[src/rtl/ip_job_sequencer.sv]
// ip_job_sequencer: drives the stream IP en/command pins for software jobs
// (load, unload, load+unload), tracks DMA_VALID handshakes and beat counts.
// Ports: clk, rst (sync, active-low); ctrl_en/start/mode job control;
//   dma_valid, s_valid/s_ready, m_valid/m_ready/m_tlast observe the IP;
//   en/command drive the IP; busy/done/err/in_cnt/out_cnt report status.
module ip_job_sequencer #(
    parameter int DEPTH    = 32,
    parameter int CNT_W    = 6,
    parameter int CMD_HOLD = 4,
    parameter int TIMEOUT  = 1024
) (
    input  logic             clk,
    input  logic             rst,
    input  logic             ctrl_en,
    input  logic             start,
    input  logic [1:0]       mode,
    input  logic             dma_valid,
    input  logic             s_valid,
    input  logic             s_ready,
    input  logic             m_valid,
    input  logic             m_ready,
    input  logic             m_tlast,
    output logic             en,
    output logic [1:0]       command,
    output logic             busy,
    output logic             done,
    output logic [1:0]       err,
    output logic [CNT_W-1:0] in_cnt,
    output logic [CNT_W-1:0] out_cnt
);
    localparam int HOLD_W = $clog2(CMD_HOLD + 1);
    localparam int TMO_W  = $clog2(TIMEOUT + 1);

    localparam logic [CNT_W-1:0]  DEPTH_C   = CNT_W'(DEPTH);
    localparam logic [CNT_W-1:0]  LAST_BEAT = CNT_W'(DEPTH - 1);
    localparam logic [HOLD_W-1:0] HOLD_LAST = HOLD_W'(CMD_HOLD - 1);
    localparam logic [TMO_W-1:0]  TMO_LAST  = TMO_W'(TIMEOUT - 1);

    typedef enum logic [3:0] {
        S_OFF, S_IDLE, S_LCMD, S_LOAD, S_LWLO, S_LWHI,
        S_UCMD, S_UNLOAD, S_UWLO, S_UWHI, S_DONE, S_ERR
    } state_t;

    state_t            state;
    logic [HOLD_W-1:0] hold;
    logic [TMO_W-1:0]  tmo;
    logic [1:0]        job_mode;
    logic              fresh;
    logic              s_beat;
    logic              m_beat;
    logic              timed;
    logic              progress;

    assign s_beat = s_valid & s_ready;
    assign m_beat = m_valid & m_ready;

    // Watchdog applies to data and DMA wait states; any forward step
    // (beat or DMA edge) restarts it.
    always_comb begin
        timed    = 1'b0;
        progress = 1'b0;
        case (state)
            S_LOAD:         begin timed = 1'b1; progress = s_beat;     end
            S_UNLOAD:       begin timed = 1'b1; progress = m_beat;     end
            S_LWLO, S_UWLO: begin timed = 1'b1; progress = !dma_valid; end
            S_LWHI, S_UWHI: begin timed = 1'b1; progress = dma_valid;  end
            default:        ;
        endcase
    end

    always_ff @(posedge clk) begin
        if (!rst) begin
            state    <= S_OFF;
            en       <= 1'b0;
            command  <= 2'd0;
            busy     <= 1'b0;
            done     <= 1'b0;
            err      <= 2'd0;
            in_cnt   <= '0;
            out_cnt  <= '0;
            hold     <= '0;
            tmo      <= '0;
            job_mode <= 2'd0;
            fresh    <= 1'b0;
        end else if (!ctrl_en) begin
            state   <= S_OFF;
            en      <= 1'b0;
            command <= 2'd0;
            busy    <= 1'b0;
            done    <= 1'b0;
            err     <= 2'd0;
            hold    <= '0;
            tmo     <= '0;
        end else begin
            done <= 1'b0;
            unique case (state)
                S_OFF: begin
                    state <= S_IDLE;
                    en    <= 1'b1;
                    fresh <= 1'b1;
                end
                S_IDLE: if (start && mode != 2'd0) begin
                    job_mode <= mode;
                    in_cnt   <= '0;
                    out_cnt  <= '0;
                    busy     <= 1'b1;
                    hold     <= '0;
                    tmo      <= '0;
                    if (!mode[0]) begin
                        state   <= S_UCMD;
                        command <= 2'd2;
                    end else if (fresh) begin
                        // freshly enabled IP enters load on DMA_VALID alone
                        state <= S_LOAD;
                        fresh <= 1'b0;
                    end else begin
                        state   <= S_LCMD;
                        command <= 2'd1;
                    end
                end
                S_LCMD, S_UCMD: begin
                    if (hold == HOLD_LAST) begin
                        state   <= (state == S_LCMD) ? S_LOAD : S_UNLOAD;
                        command <= 2'd0;
                        hold    <= '0;
                        tmo     <= '0;
                    end else begin
                        hold <= hold + HOLD_W'(1);
                    end
                end
                S_LOAD: if (s_beat) begin
                    if (in_cnt != DEPTH_C) in_cnt <= in_cnt + CNT_W'(1);
                    if (in_cnt == LAST_BEAT) state <= S_LWLO;
                end
                S_LWLO: if (!dma_valid) state <= S_LWHI;
                S_LWHI: if (dma_valid) begin
                    if (job_mode == 2'd3) begin
                        state   <= S_UCMD;
                        command <= 2'd2;
                        hold    <= '0;
                    end else begin
                        state <= S_DONE;
                        done  <= 1'b1;
                    end
                end
                S_UNLOAD: if (m_beat) begin
                    if (out_cnt != DEPTH_C) out_cnt <= out_cnt + CNT_W'(1);
                    if (m_tlast) begin
                        if (out_cnt == LAST_BEAT) begin
                            state <= S_UWLO;
                        end else begin
                            state <= S_ERR;
                            err   <= 2'd2;
                            busy  <= 1'b0;
                        end
                    end else if (out_cnt == LAST_BEAT) begin
                        state <= S_ERR;
                        err   <= 2'd3;
                        busy  <= 1'b0;
                    end
                end
                S_UWLO: if (!dma_valid) state <= S_UWHI;
                S_UWHI: if (dma_valid) begin
                    state <= S_DONE;
                    done  <= 1'b1;
                end
                S_DONE: begin
                    state <= S_IDLE;
                    busy  <= 1'b0;
                end
                S_ERR:   command <= 2'd0;
                default: state <= S_OFF;
            endcase
            if (timed) begin
                if (progress) begin
                    tmo <= '0;
                end else if (tmo == TMO_LAST) begin
                    state <= S_ERR;
                    err   <= 2'd1;
                    busy  <= 1'b0;
                end else begin
                    tmo <= tmo + TMO_W'(1);
                end
            end
        end
    end
endmodule

[config.mk]
export PLATFORM = sky130hd
export DESIGN_NAME = ip_job_sequencer
export DESIGN_NICKNAME = d
export VERILOG_FILES = /design/src/rtl/ip_job_sequencer.sv
export SDC_FILE = /design/constraint.sdc
export NUM_CORES = 1
export LEC_CHECK = 0
export BUFFER_PORTS_ARGS = -buffer_cell sky130_fd_sc_hd__buf_2
export CAP_MARGIN = 40
export CORE_AREA = 2 2 74 76
export CTS_BUF_LIST = sky130_fd_sc_hd__clkbuf_4 sky130_fd_sc_hd__clkbuf_8 sky130_fd_sc_hd__clkbuf_16
export DETAILED_ROUTE_END_ITERATION = 7
export DIE_AREA = 0 0 76 78
export GPL_ROUTABILITY_DRIVEN = 1
export GPL_TIMING_DRIVEN = 0
export PLACE_DENSITY = 0.73
export SETUP_SLACK_MARGIN = 0.15
export SYNTH_ARGS = -nofsm -noshare
export SYNTH_HDL_FRONTEND = slang
export SYNTH_SLANG_ARGS = --single-unit
export TNS_END_PERCENT = 1
[constraint.sdc]
create_clock -name clk -period 1.7 [get_ports clk]
set_input_delay 0.51 -clock clk [delete_from_list [all_inputs] [get_ports clk]]
set_output_delay 0.51 -clock clk [all_outputs]
set_load 0.02 [all_outputs]
==> results.sh <==
export IMPL_peakVddDrop_uv=307
export IMPL_start_util_pct=50.6
export IMPL_reg2reg_from="state[1]$_SDFF_PN0_"
export IMPL_htree_num_levels=2
export IMPL_holdPathStages=2
export IMPL_post_route_min_period_ns=1.74
export IMPL_clockRootBuffer="clkbuf_8"
export IMPL_nets=393
export IMPL_grt_pass1_vias=2476
export IMPL_vias=2647
export IMPL_slew_violations=0
export IMPL_drive_above_1_share_pct=33.2
export IMPL_p_leak_nw=1.27
export IMPL_maxCapViolations=0
export IMPL_utilization_pct=66.6
export IMPL_cp_max_fo=10
export IMPL_setup_ws_ns=-0.0375
export IMPL_r2r_end="busy$_SDFF_PN0_"
export IMPL_row_count=26
export IMPL_ctsHoldBuffers=0
export IMPL_core_area_sq_um=5040
export IMPL_netlist_area_sq_um=2550
export IMPL_n_fill_cell=408
export IMPL_setup_worst_path_start="state[1]$_SDFF_PN0_"
export IMPL_gp_congestion=0.815
export IMPL_timing_clock_skew_ns=0.00666
export IMPL_fin_setup_tns_ns=-0.0375
export IMPL_reg2reg_depth=6
export IMPL_grt_pass1_wl_um=11500
export IMPL_wirelength_um=7300
export IMPL_io_pins=31
export IMPL_instances_no_fill=446
export IMPL_grt_setup_unrepaired="true"
export IMPL_dieArea_sq_um=5930
export IMPL_place_area_sq_um=2830
export IMPL_hold_viol_final=0
export IMPL_wl_per_cell_um=16.4
export IMPL_worstMarginPinSlew_ns=0.523
export IMPL_die_x_um=76
export IMPL_violations="setup timing"
export IMPL_diodes=0
export IMPL_clock_latency_ns=0.30
export IMPL_yosys_warnings=0
export IMPL_finalSetupViolCount=1
export IMPL_grt_max_degree=13
export IMPL_synth_edf_count=0
export IMPL_via_per_inst=5.93
export IMPL_rrSetupSlack_ns=-0.04
export IMPL_syn_to_final_growth_pct=31.6
export IMPL_synthCells=320
export IMPL_relSlewSlack_pct=65.1
export IMPL_final_area_sq_um=3360
export IMPL_whs_ns=0.457
export IMPL_antenna_left=0
export IMPL_synth_seq_cells=40
export IMPL_powerDensity_nw_per_um2=592
export IMPL_mappedNetlistNets=338
export IMPL_cp_endpoint="busy$_SDFF_PN0_"
export IMPL_outcome="complete, but fails checks"
export IMPL_synth_distinct_cells=66
export IMPL_antenna_found_initial=0
export IMPL_grtUsageTotal_pct=23.8
export IMPL_drc=0
export IMPL_fmax_mhz=576
export IMPL_dr_first_iter_drc_count=142
export IMPL_cts_buffers=5
export IMPL_avgSynthCellArea_sq_um=7.97
export IMPL_worstPathArrival_ns=1.94
export IMPL_place_port_buffers=28
export IMPL_power_total_mw=1.99
export IMPL_clk_pin_slew_ns=0.08
export IMPL_post_route_period_util_pct=102
export IMPL_final_cell_mix="buf_2 (32), dfxtp_1 (32), nand2_1 (31), nor2_1 (28), buf_4 (21)"
export IMPL_dpl_hpwl_um=4630
export IMPL_grt_overflow_total=0
export IMPL_dieHeight_um=78
export IMPL_yosys_most_used_dff="dfxtp_1"
export IMPL_end_kind="flip-flop"
export IMPL_critical_path_class="reg -> reg"
export IMPL_startpoint_type="flip-flop"
export IMPL_worstPathRequired_ns=1.90
export IMPL_async_flop_share_pct=0
export IMPL_first_pass_iters=5
export IMPL_pre_cts_ws_ns=-0.199
export IMPL_clock_sinks=40
export IMPL_dp_cells=418
export IMPL_tritoncts="yes"
export IMPL_hold_class="reg -> reg"
export IMPL_max_clock_path_buffers=2
export IMPL_yosysSeqAreaShare_pct=31.4
[per-layer routing]
metal / track usage (%) / share of wire [%]
met4: 9.27 / 1.7
met5: 0 / 0
met1: 29.3 / 43
met2: 41.7 / 51
met3: 4.07 / 4.9
[report_power, final]
group	internal (mW)	switching [mW]
clock	0.452	0.362
sequential	0.941	0.00677
combinational	0.0900	0.135
[critical path: stages, from the launching register on]
cell and delay [ns]:
dfxtp_4 0.40, buf_8 0.15, nand3b_1 0.15, o21a_4 0.18, nor4_4 0.35, a21o_1 0.24
o21ba_4 0.16
[layout make-up]
class	instances	area [sq um]	area share (%)
sequential	40	818	24.4
timing repair buffer	48	288	8.57
clock inverter	2	35.0	1.04
tap	70	87.6	2.61
multi-input combinational	253	1860	55.4
inverter	10	41.3	1.23
buffer	17	153	4.55
clock buffer	6	76.3	2.27
[synthesized netlist by cell type (7+ instances only)]
| library cell | instances | area (sq um) |
|---|---|---|
| dfxtp_1 | 40 | 801 |
| nand2_1 | 35 | 131 |
| nor2_1 | 31 | 116 |
| a21oi_1 | 22 | 110 |
| o21ai_0 | 20 | 100 |
| nand3_1 | 16 | 80.1 |
| nor3_1 | 14 | 70.1 |
| inv_1 | 10 | 37.5 |
| buf_2 | 7 | 35.0 |
| mux2i_1 | 7 | 70.1 |
| nor2b_1 | 7 | 43.8 |
[flip-flops by register name, indices dropped and copies added, names as in the netlist]
| name | cells |
|---|---|
| done | 1 |
| state | 4 |
| hold | 3 |
| command | 2 |
| fresh | 1 |
| tmo | 11 |
| in_cnt | 6 |
| busy | 1 |
| job_mode | 2 |
| out_cnt | 6 |
| en | 1 |
| err | 2 |
[timing repair]
action | 4_1_cts | 5_1_grt
pin swaps | 10 | 13
resized for setup | 39 | 27
endpoints found under the setup margin | 38 | 38
setup buffers | 14 | 6
cloned | 0 | 0
[worst min path at each step]
stage / startpoint / to / slack [ns]
floorplan: hold[1]$_SDFFE_PN0P_ / hold[1]$_SDFFE_PN0P_ / 0.46
global placement: command[0]$_SDFFE_PN0P_ / command[0]$_SDFFE_PN0P_ / 0.44
detailed placement: command[0]$_SDFFE_PN0P_ / command[0]$_SDFFE_PN0P_ / 0.45
CTS: command[0]$_SDFFE_PN0P_ / command[0]$_SDFFE_PN0P_ / 0.46
global route: command[0]$_SDFFE_PN0P_ / command[0]$_SDFFE_PN0P_ / 0.48
finish: command[0]$_SDFFE_PN0P_ / command[0]$_SDFFE_PN0P_ / 0.46
[cells by family (layout without fill, tap and decap cells)]
group | after synthesis | count (layout) | synth area share, %
XOR/XNOR | 11 | 11 | 3.78
AO/OA/AOI/OAI | 88 | 88 | 24.4
multiplexers | 7 | 7 | 2.75
AND/OR/NAND/NOR | 141 | 141 | 29.3
adder cells (fa/ha/maj) | 6 | 6 | 2.94
flip-flops | 40 | 40 | 31.4
buffers and inverters | 27 | 83 | 5.39
Note: power is estimated with default switching activity, not from simulation.
